<file path="config.mk">
export PLATFORM = sky130hd
export DESIGN_NAME = sys_array_ctrl
export DESIGN_NICKNAME = d
export VERILOG_FILES = /design/src/rtl/sys_array_ctrl.sv
export SDC_FILE = /design/constraint.sdc
export NUM_CORES = 1
export LEC_CHECK = 0
export CORE_MARGIN = 2
export CORE_UTILIZATION = 40
export DETAILED_ROUTE_END_ITERATION = 10
export MAX_ROUTING_LAYER = met4
export PLACE_DENSITY_LB_ADDON = 0.1
export SLEW_MARGIN = 10
export SYNTH_ARGS = -nofsm -noshare
export SYNTH_HDL_FRONTEND = slang
export SYNTH_SLANG_ARGS = --single-unit
</file>
<file path="constraint.sdc">
create_clock -name clk -period 5.7 [get_ports clk]
set_input_delay 0.855 -clock clk [delete_from_list [all_inputs] [get_ports clk]]
set_output_delay 0.855 -clock clk [all_outputs]
set_load 0.005 [all_outputs]
</file>
<file path="src/rtl/sys_array_ctrl.sv">
// Sequencer for a convolution array: loads a 3x3 weight set and a SIZExSIZE image,
// then collects the array's (SIZE-2)^2 results into output memory, with abort and result timeout.
module sys_array_ctrl #(
    parameter int SIZE    = 7,
    parameter int ADDR_W  = 12,
    parameter int TIMEOUT = 255
) (
    input  logic                     clk,
    input  logic                     rst_n,
    input  logic                     start,
    input  logic                     abort,
    output logic                     busy,
    output logic                     done,
    output logic                     err,
    output logic                     w_rd_en,
    output logic [ADDR_W-1:0]        w_addr,
    input  logic signed [15:0]       w_rdata,
    output logic                     i_rd_en,
    output logic [ADDR_W-1:0]        i_addr,
    input  logic signed [15:0]       i_rdata,
    output logic                     w_load,
    output logic signed [15:0]       w_in,
    output logic                     i_load,
    output logic signed [15:0]       i_in,
    input  logic                     res_sig,
    input  logic [15:0]              result,
    output logic                     o_wr_en,
    output logic [ADDR_W-1:0]        o_addr,
    output logic [15:0]              o_wdata,
    output logic [ADDR_W-1:0]        res_cnt
);

    localparam int IDLE_W = (TIMEOUT < 2) ? 1 : $clog2(TIMEOUT);

    localparam logic [ADDR_W-1:0] ZERO_A    = {ADDR_W{1'b0}};
    localparam logic [ADDR_W-1:0] ONE_A     = ADDR_W'(1);
    localparam logic [ADDR_W-1:0] W_LAST    = ADDR_W'(8);
    localparam logic [ADDR_W-1:0] PIX_LAST  = ADDR_W'(SIZE * SIZE - 1);
    localparam logic [ADDR_W-1:0] RES_MAX   = ADDR_W'((SIZE - 2) * (SIZE - 2));
    localparam logic [ADDR_W-1:0] RES_PRE   = ADDR_W'((SIZE - 2) * (SIZE - 2) - 1);
    localparam logic [IDLE_W-1:0] IDLE_ZERO = {IDLE_W{1'b0}};
    localparam logic [IDLE_W-1:0] IDLE_ONE  = IDLE_W'(1);
    localparam logic [IDLE_W-1:0] IDLE_LAST = IDLE_W'(TIMEOUT - 1);

    typedef enum logic [2:0] {
        S_IDLE     = 3'd0,
        S_LOAD_W   = 3'd1,
        S_LOAD_I   = 3'd2,
        S_WAIT_RES = 3'd3,
        S_FIN      = 3'd4
    } state_t;

    state_t              state_r, state_s;
    logic                start_ok_s, timeout_s, accept_s;
    logic [ADDR_W-1:0]   w_addr_r, i_addr_r, res_cnt_r;
    logic [IDLE_W-1:0]   idle_cnt_r;
    logic                err_r, w_load_r, i_load_r;
    logic signed [15:0]  w_hold_r, i_hold_r;
    logic [15:0]         o_wdata_r;

    // Results past the expected count are dropped so the output buffer never overruns.
    assign accept_s = res_sig && (state_r != S_IDLE) && (res_cnt_r < RES_MAX);

    assign busy    = (state_r != S_IDLE);
    assign done    = (state_r == S_FIN);
    assign err     = err_r;
    assign w_rd_en = (state_r == S_LOAD_W);
    assign i_rd_en = (state_r == S_LOAD_I);
    assign w_addr  = w_addr_r;
    assign i_addr  = i_addr_r;
    assign w_load  = w_load_r;
    assign i_load  = i_load_r;
    assign w_in    = w_load_r ? w_rdata : w_hold_r;
    assign i_in    = i_load_r ? i_rdata : i_hold_r;
    assign o_wr_en = accept_s;
    assign o_addr  = res_cnt_r;
    assign o_wdata = accept_s ? result : o_wdata_r;
    assign res_cnt = res_cnt_r;

    // State register
    always_ff @(posedge clk or negedge rst_n) begin
        if (!rst_n) begin
            state_r <= S_IDLE;
        end else begin
            state_r <= state_s;
        end
    end

    // Next-state decode; abort beats start and every in-flight transition
    always_comb begin
        state_s    = state_r;
        start_ok_s = 1'b0;
        timeout_s  = 1'b0;
        case (state_r)
            S_IDLE: begin
                if (start && !abort) begin
                    state_s    = S_LOAD_W;
                    start_ok_s = 1'b1;
                end else begin
                    state_s = S_IDLE;
                end
            end
            S_LOAD_W: begin
                if (abort) begin
                    state_s = S_IDLE;
                end else if (w_addr_r == W_LAST) begin
                    state_s = S_LOAD_I;
                end else begin
                    state_s = S_LOAD_W;
                end
            end
            S_LOAD_I: begin
                if (abort) begin
                    state_s = S_IDLE;
                end else if (i_addr_r == PIX_LAST) begin
                    state_s = S_WAIT_RES;
                end else begin
                    state_s = S_LOAD_I;
                end
            end
            S_WAIT_RES: begin
                if (abort) begin
                    state_s = S_IDLE;
                end else if ((res_cnt_r == RES_MAX) || (accept_s && (res_cnt_r == RES_PRE))) begin
                    state_s = S_FIN;
                end else if (!res_sig && (idle_cnt_r == IDLE_LAST)) begin
                    state_s   = S_FIN;
                    timeout_s = 1'b1;
                end else begin
                    state_s = S_WAIT_RES;
                end
            end
            S_FIN: begin
                state_s = S_IDLE;
            end
            default: begin
                state_s = S_IDLE;
            end
        endcase
    end

    // Read address counters; they saturate at their last address instead of wrapping
    always_ff @(posedge clk or negedge rst_n) begin
        if (!rst_n) begin
            w_addr_r <= ZERO_A;
            i_addr_r <= ZERO_A;
        end else if (start_ok_s) begin
            w_addr_r <= ZERO_A;
            i_addr_r <= ZERO_A;
        end else begin
            if ((state_r == S_LOAD_W) && !abort && (w_addr_r != W_LAST)) begin
                w_addr_r <= w_addr_r + ONE_A;
            end else begin
                w_addr_r <= w_addr_r;
            end
            if ((state_r == S_LOAD_I) && !abort && (i_addr_r != PIX_LAST)) begin
                i_addr_r <= i_addr_r + ONE_A;
            end else begin
                i_addr_r <= i_addr_r;
            end
        end
    end

    // Load strobes track read enables by the memory latency; abort kills the pending one
    always_ff @(posedge clk or negedge rst_n) begin
        if (!rst_n) begin
            w_load_r <= 1'b0;
            i_load_r <= 1'b0;
            w_hold_r <= 16'sd0;
            i_hold_r <= 16'sd0;
        end else begin
            w_load_r <= w_rd_en && !abort;
            i_load_r <= i_rd_en && !abort;
            w_hold_r <= w_in;
            i_hold_r <= i_in;
        end
    end

    // Result capture, output data hold and timeout flag
    always_ff @(posedge clk or negedge rst_n) begin
        if (!rst_n) begin
            res_cnt_r <= ZERO_A;
            o_wdata_r <= 16'd0;
            err_r     <= 1'b0;
        end else begin
            o_wdata_r <= o_wdata;
            if (start_ok_s) begin
                res_cnt_r <= ZERO_A;
            end else if (accept_s) begin
                res_cnt_r <= res_cnt_r + ONE_A;
            end else begin
                res_cnt_r <= res_cnt_r;
            end
            if (start_ok_s) begin
                err_r <= 1'b0;
            end else if (timeout_s) begin
                err_r <= 1'b1;
            end else begin
                err_r <= err_r;
            end
        end
    end

    // Idle counter only runs while waiting for results
    always_ff @(posedge clk or negedge rst_n) begin
        if (!rst_n) begin
            idle_cnt_r <= IDLE_ZERO;
        end else if ((state_r == S_WAIT_RES) && !abort) begin
            if (res_sig) begin
                idle_cnt_r <= IDLE_ZERO;
            end else if (idle_cnt_r != IDLE_LAST) begin
                idle_cnt_r <= idle_cnt_r + IDLE_ONE;
            end else begin
                idle_cnt_r <= idle_cnt_r;
            end
        end else begin
            idle_cnt_r <= IDLE_ZERO;
        end
    end

endmodule

</file>
==> results.tsv <==
stage	metric	value	unit
sta	part of the cycle the worst path needs	0.723	
final_layout	nets	581	
global_routing	vias in the first global route	3241	
placement	placed cells	648	
flow_run	Max-cap violations	0	
critical_path	CP top delay family	buffers and inverters	
sta	Slew @ Worst Pin	0.996	ns
critical_path	Worst Path Required	4.85	ns
clock_tree	Clk Tree Root Cell	clkbuf_8	
logic_synthesis	Net Count, Synth	437	
die	Chip Height	109	µm
routing	post-route ant nets	0	
global_routing	first-pass GRT wire length	16.5	mm
sta	final slew viol count	0	
power_and_ir_drop	Pwr per Cell Area	275	nW/µm²
critical_path	worst path arrival time	3.27	ns
logic_synthesis	Yosys Warn Count	0	
final_layout	commonest non-fill, non-tap cell in the layout	clkdlybuf4s50_1	
sta	Setup-failing EPs final	0	
sta	setup_tns	0	ns
final_layout	Area growth, synth to finish	41.4	%
critical_path	Critical Setup Path Class	input port to output port	
die	I/O pin count	157	
sta	Final Hold Fails	0	
critical_path	Most common cell on crit path	clkdlybuf4s50_1	
clock_tree	CTS max path bufs	2	
clock_tree	clk_lat worst skew	0.36	ns
min_path	Worst Hold Class	input port to async pin	
final_layout	layout cells sized above 1	0.143	
clock_tree	CTS Buf Count	9	
placement	GPL Wtd Cong	0.822	
routing	Initial DRC Count	133	
final_layout	FILL cells	940	
logic_synthesis	sequential area share after synthesis	0.552	
global_routing	largest net degree at the start of global routing	59	
clock_tree	Setup Buffers After CTS	0	
clock_tree	clk slew on worst S/H paths	0.09	ns
sta	f_max	0.243	GHz
logic_synthesis	post-synthesis register bit count	98	
die	core area	10800	µm²
routing	Via Count	3361	
critical_path	CP Buf/Inv Count	2	
logic_synthesis	Yosys cell types	45	
final_layout	Final Util	0.579	
placement	pre-CTS setup slack	1.54	ns
logic_synthesis	Cells after Synth	375	
clock_tree	clock sinks	98	
critical_path	critical path cell sequence	clkdlybuf4s50_1, o211ai_2, nor2_2, mux2_2, clkdlybuf4s50_1	
power_and_ir_drop	power consumption	0.00172	W
global_routing	remaining global-route overflow	0	
logic_synthesis	mapped cell area	4440	µm²
global_routing	GRT Util Overall	0.182	
routing	DR pass1 iterations	4	
clock_tree	CTS resizes	0	
power_and_ir_drop	Leakage	2.63	nW
power_and_ir_drop	maximum vdd drop	0.156	mV
critical_path	Crit path largest cell delay	0.70	ns
routing	drc violations	0	
sta	RSZ-0062 raised after global routing	false	
global_routing	initial antenna violation count	0	
die	die area	12000	µm²
final_layout	diode count	0	
clock_tree	CTS H-tree depth	3	
clock_tree	CTS tree	built	
placement	PortBufs	156	
routing	Via density	5.06	
placement	Detailed Place HPWL	7.53	mm
routing	WL per Instance	15.7	µm
die	Initial Utilization	0.410	
clock_tree	CTS Hold Bufs	0	
die	row count	38	
critical_path	cell with the largest stage delay on the worst path	nor2_2	
logic_synthesis	Mean Syn Cell Area	11.8	µm²
sta	Tmin final	4.12	ns
sta	Slew headroom	0.336	
routing	drt total wl	10.4	mm
critical_path	Worst Path Max Fanout	17	
sta	setup ws final	1.58	ns
outcome	status	finished, final reports clean	
critical_path	nature of the critical path endpoint	output port	
final_layout	Final Non-Filler Cells	664	
critical_path	Worst setup SP type	input port	
die	Die W	109	µm
final_layout	most frequent cells in the layout	clkdlybuf4s50_1 (155), dfrtp_1 (98), mux2_2 (48)	
sta	Final Skew	0.00749	ns
## routing by layer
metal	up-vias	share of wire	wire [µm]	GRT usage
met1	1644	0.45	4740	0.248
met4	0	0.013	134	0.0624
li1	1601	-	-	-
met3	10	0.062	644	0.0320
met5	-	0	0	-
met2	106	0.47	4910	0.277
## worst paths after layout
check                           from       endpoint  slack, ns  depth (start not counted)
min                            rst_n    w_hold_r[4]       0.47                          1
min reg2reg                      err            err       0.49                          2
max reg2reg                o_addr[0]  o_wdata_r[10]       3.34                          6
min in group clk                 err            err       0.49                          2
max                          res_sig    o_wdata[10]       1.58                          5
max in group asynchronous      rst_n     o_addr[11]       4.13                          2
## state kept, by name, indices dropped and copies added, names as in the netlist
register    flops
w_load          1
o_addr         12
w_hold_r       16
w_addr         12
idle_cnt_r      8
i_hold_r       16
i_addr         12
state_r         3
o_wdata_r      16
err             1
i_load          1
## cell usage after synthesis (all sizes together)
| cell type | instances | area [µm²] |
|---|---|---|
| mux2i | 2 | 20.0 |
| mux2 | 48 | 541 |
| or3 | 4 | 25.0 |
| or2 | 2 | 12.5 |
| o211ai | 3 | 27.5 |
| ha | 9 | 113 |
| a22o | 1 | 8.76 |
| buf | 16 | 125 |
| a21o | 1 | 7.51 |
| or4b | 2 | 23.8 |
| and4 | 1 | 8.76 |
| nor2 | 23 | 93.8 |
| o221ai | 1 | 8.76 |
| nor4bb | 1 | 10.0 |
| nand3 | 16 | 80.1 |
| nor3 | 11 | 55.1 |
| or4 | 6 | 45.0 |
| o311ai | 1 | 8.76 |
| xnor2 | 16 | 140 |
| a2111oi | 1 | 8.76 |
| and2 | 9 | 56.3 |
| nor2b | 2 | 12.5 |
| nand4 | 7 | 43.8 |
| nor4b | 2 | 17.5 |
| and3 | 4 | 25.0 |
| o21ai | 15 | 75.1 |
| clkbuf | 8 | 30.0 |
| dfrtp | 98 | 2450 |
| nand2 | 17 | 63.8 |
| inv | 15 | 56.3 |
| a21oi | 7 | 35.0 |
| o211a | 1 | 10.0 |
| xor2 | 2 | 17.5 |
| a31oi | 2 | 12.5 |
| nor3b | 4 | 30.0 |
| nand4bb | 1 | 11.3 |
| nor4 | 11 | 90.1 |
| o31ai | 5 | 37.5 |
## metrics by stage
stage	instance area (µm²)	hold WS, ns
2_1_floorplan	4440	0.473
3_3_place_gp	6030	0.476
3_5_place_dp	6030	0.474
4_1_cts	6280	0.479
5_1_grt	6280	0.504
6_report	6280	0.473
## area by class of cell
cell class | instances | area (µm²) | share of cell area
well taps | 140 | 175 | 0.0279
clock buffers | 10 | 138 | 0.0219
repair buffers | 157 | 1570 | 0.250
multi-input cells | 238 | 1780 | 0.283
inverters | 15 | 56.3 | 0.00897
clock inverters | 6 | 114 | 0.0181
flip-flops and latches | 98 | 2450 | 0.391
## worst register-to-register path, stage by stage (launching register included)
cell      delay [ns]
dfrtp_1         0.46
inv_1           0.11
ha_1            0.16
nor2b_1         0.21
o211ai_2        0.17
nor2_2          0.70
mux2_2          0.44
## report_power, final
part | internal, W | switching [W]
clock | 0.000304 | 0.000241
combinational | 0.000241 | 0.000131
sequential | 0.000769 | 0.0000376
total | 0.00131 | 0.000409
## kinds of logic after synthesis
group	synth area share
AOI/OAI and AO/OA	0.0541
xor gates and xnor gates	0.0355
adders and majority gates	0.0254
buffers and inverters	0.0476
DFF	0.552
muxes	0.126
and+or+nand+nor	0.159
(Power assumes the default switching activity.)
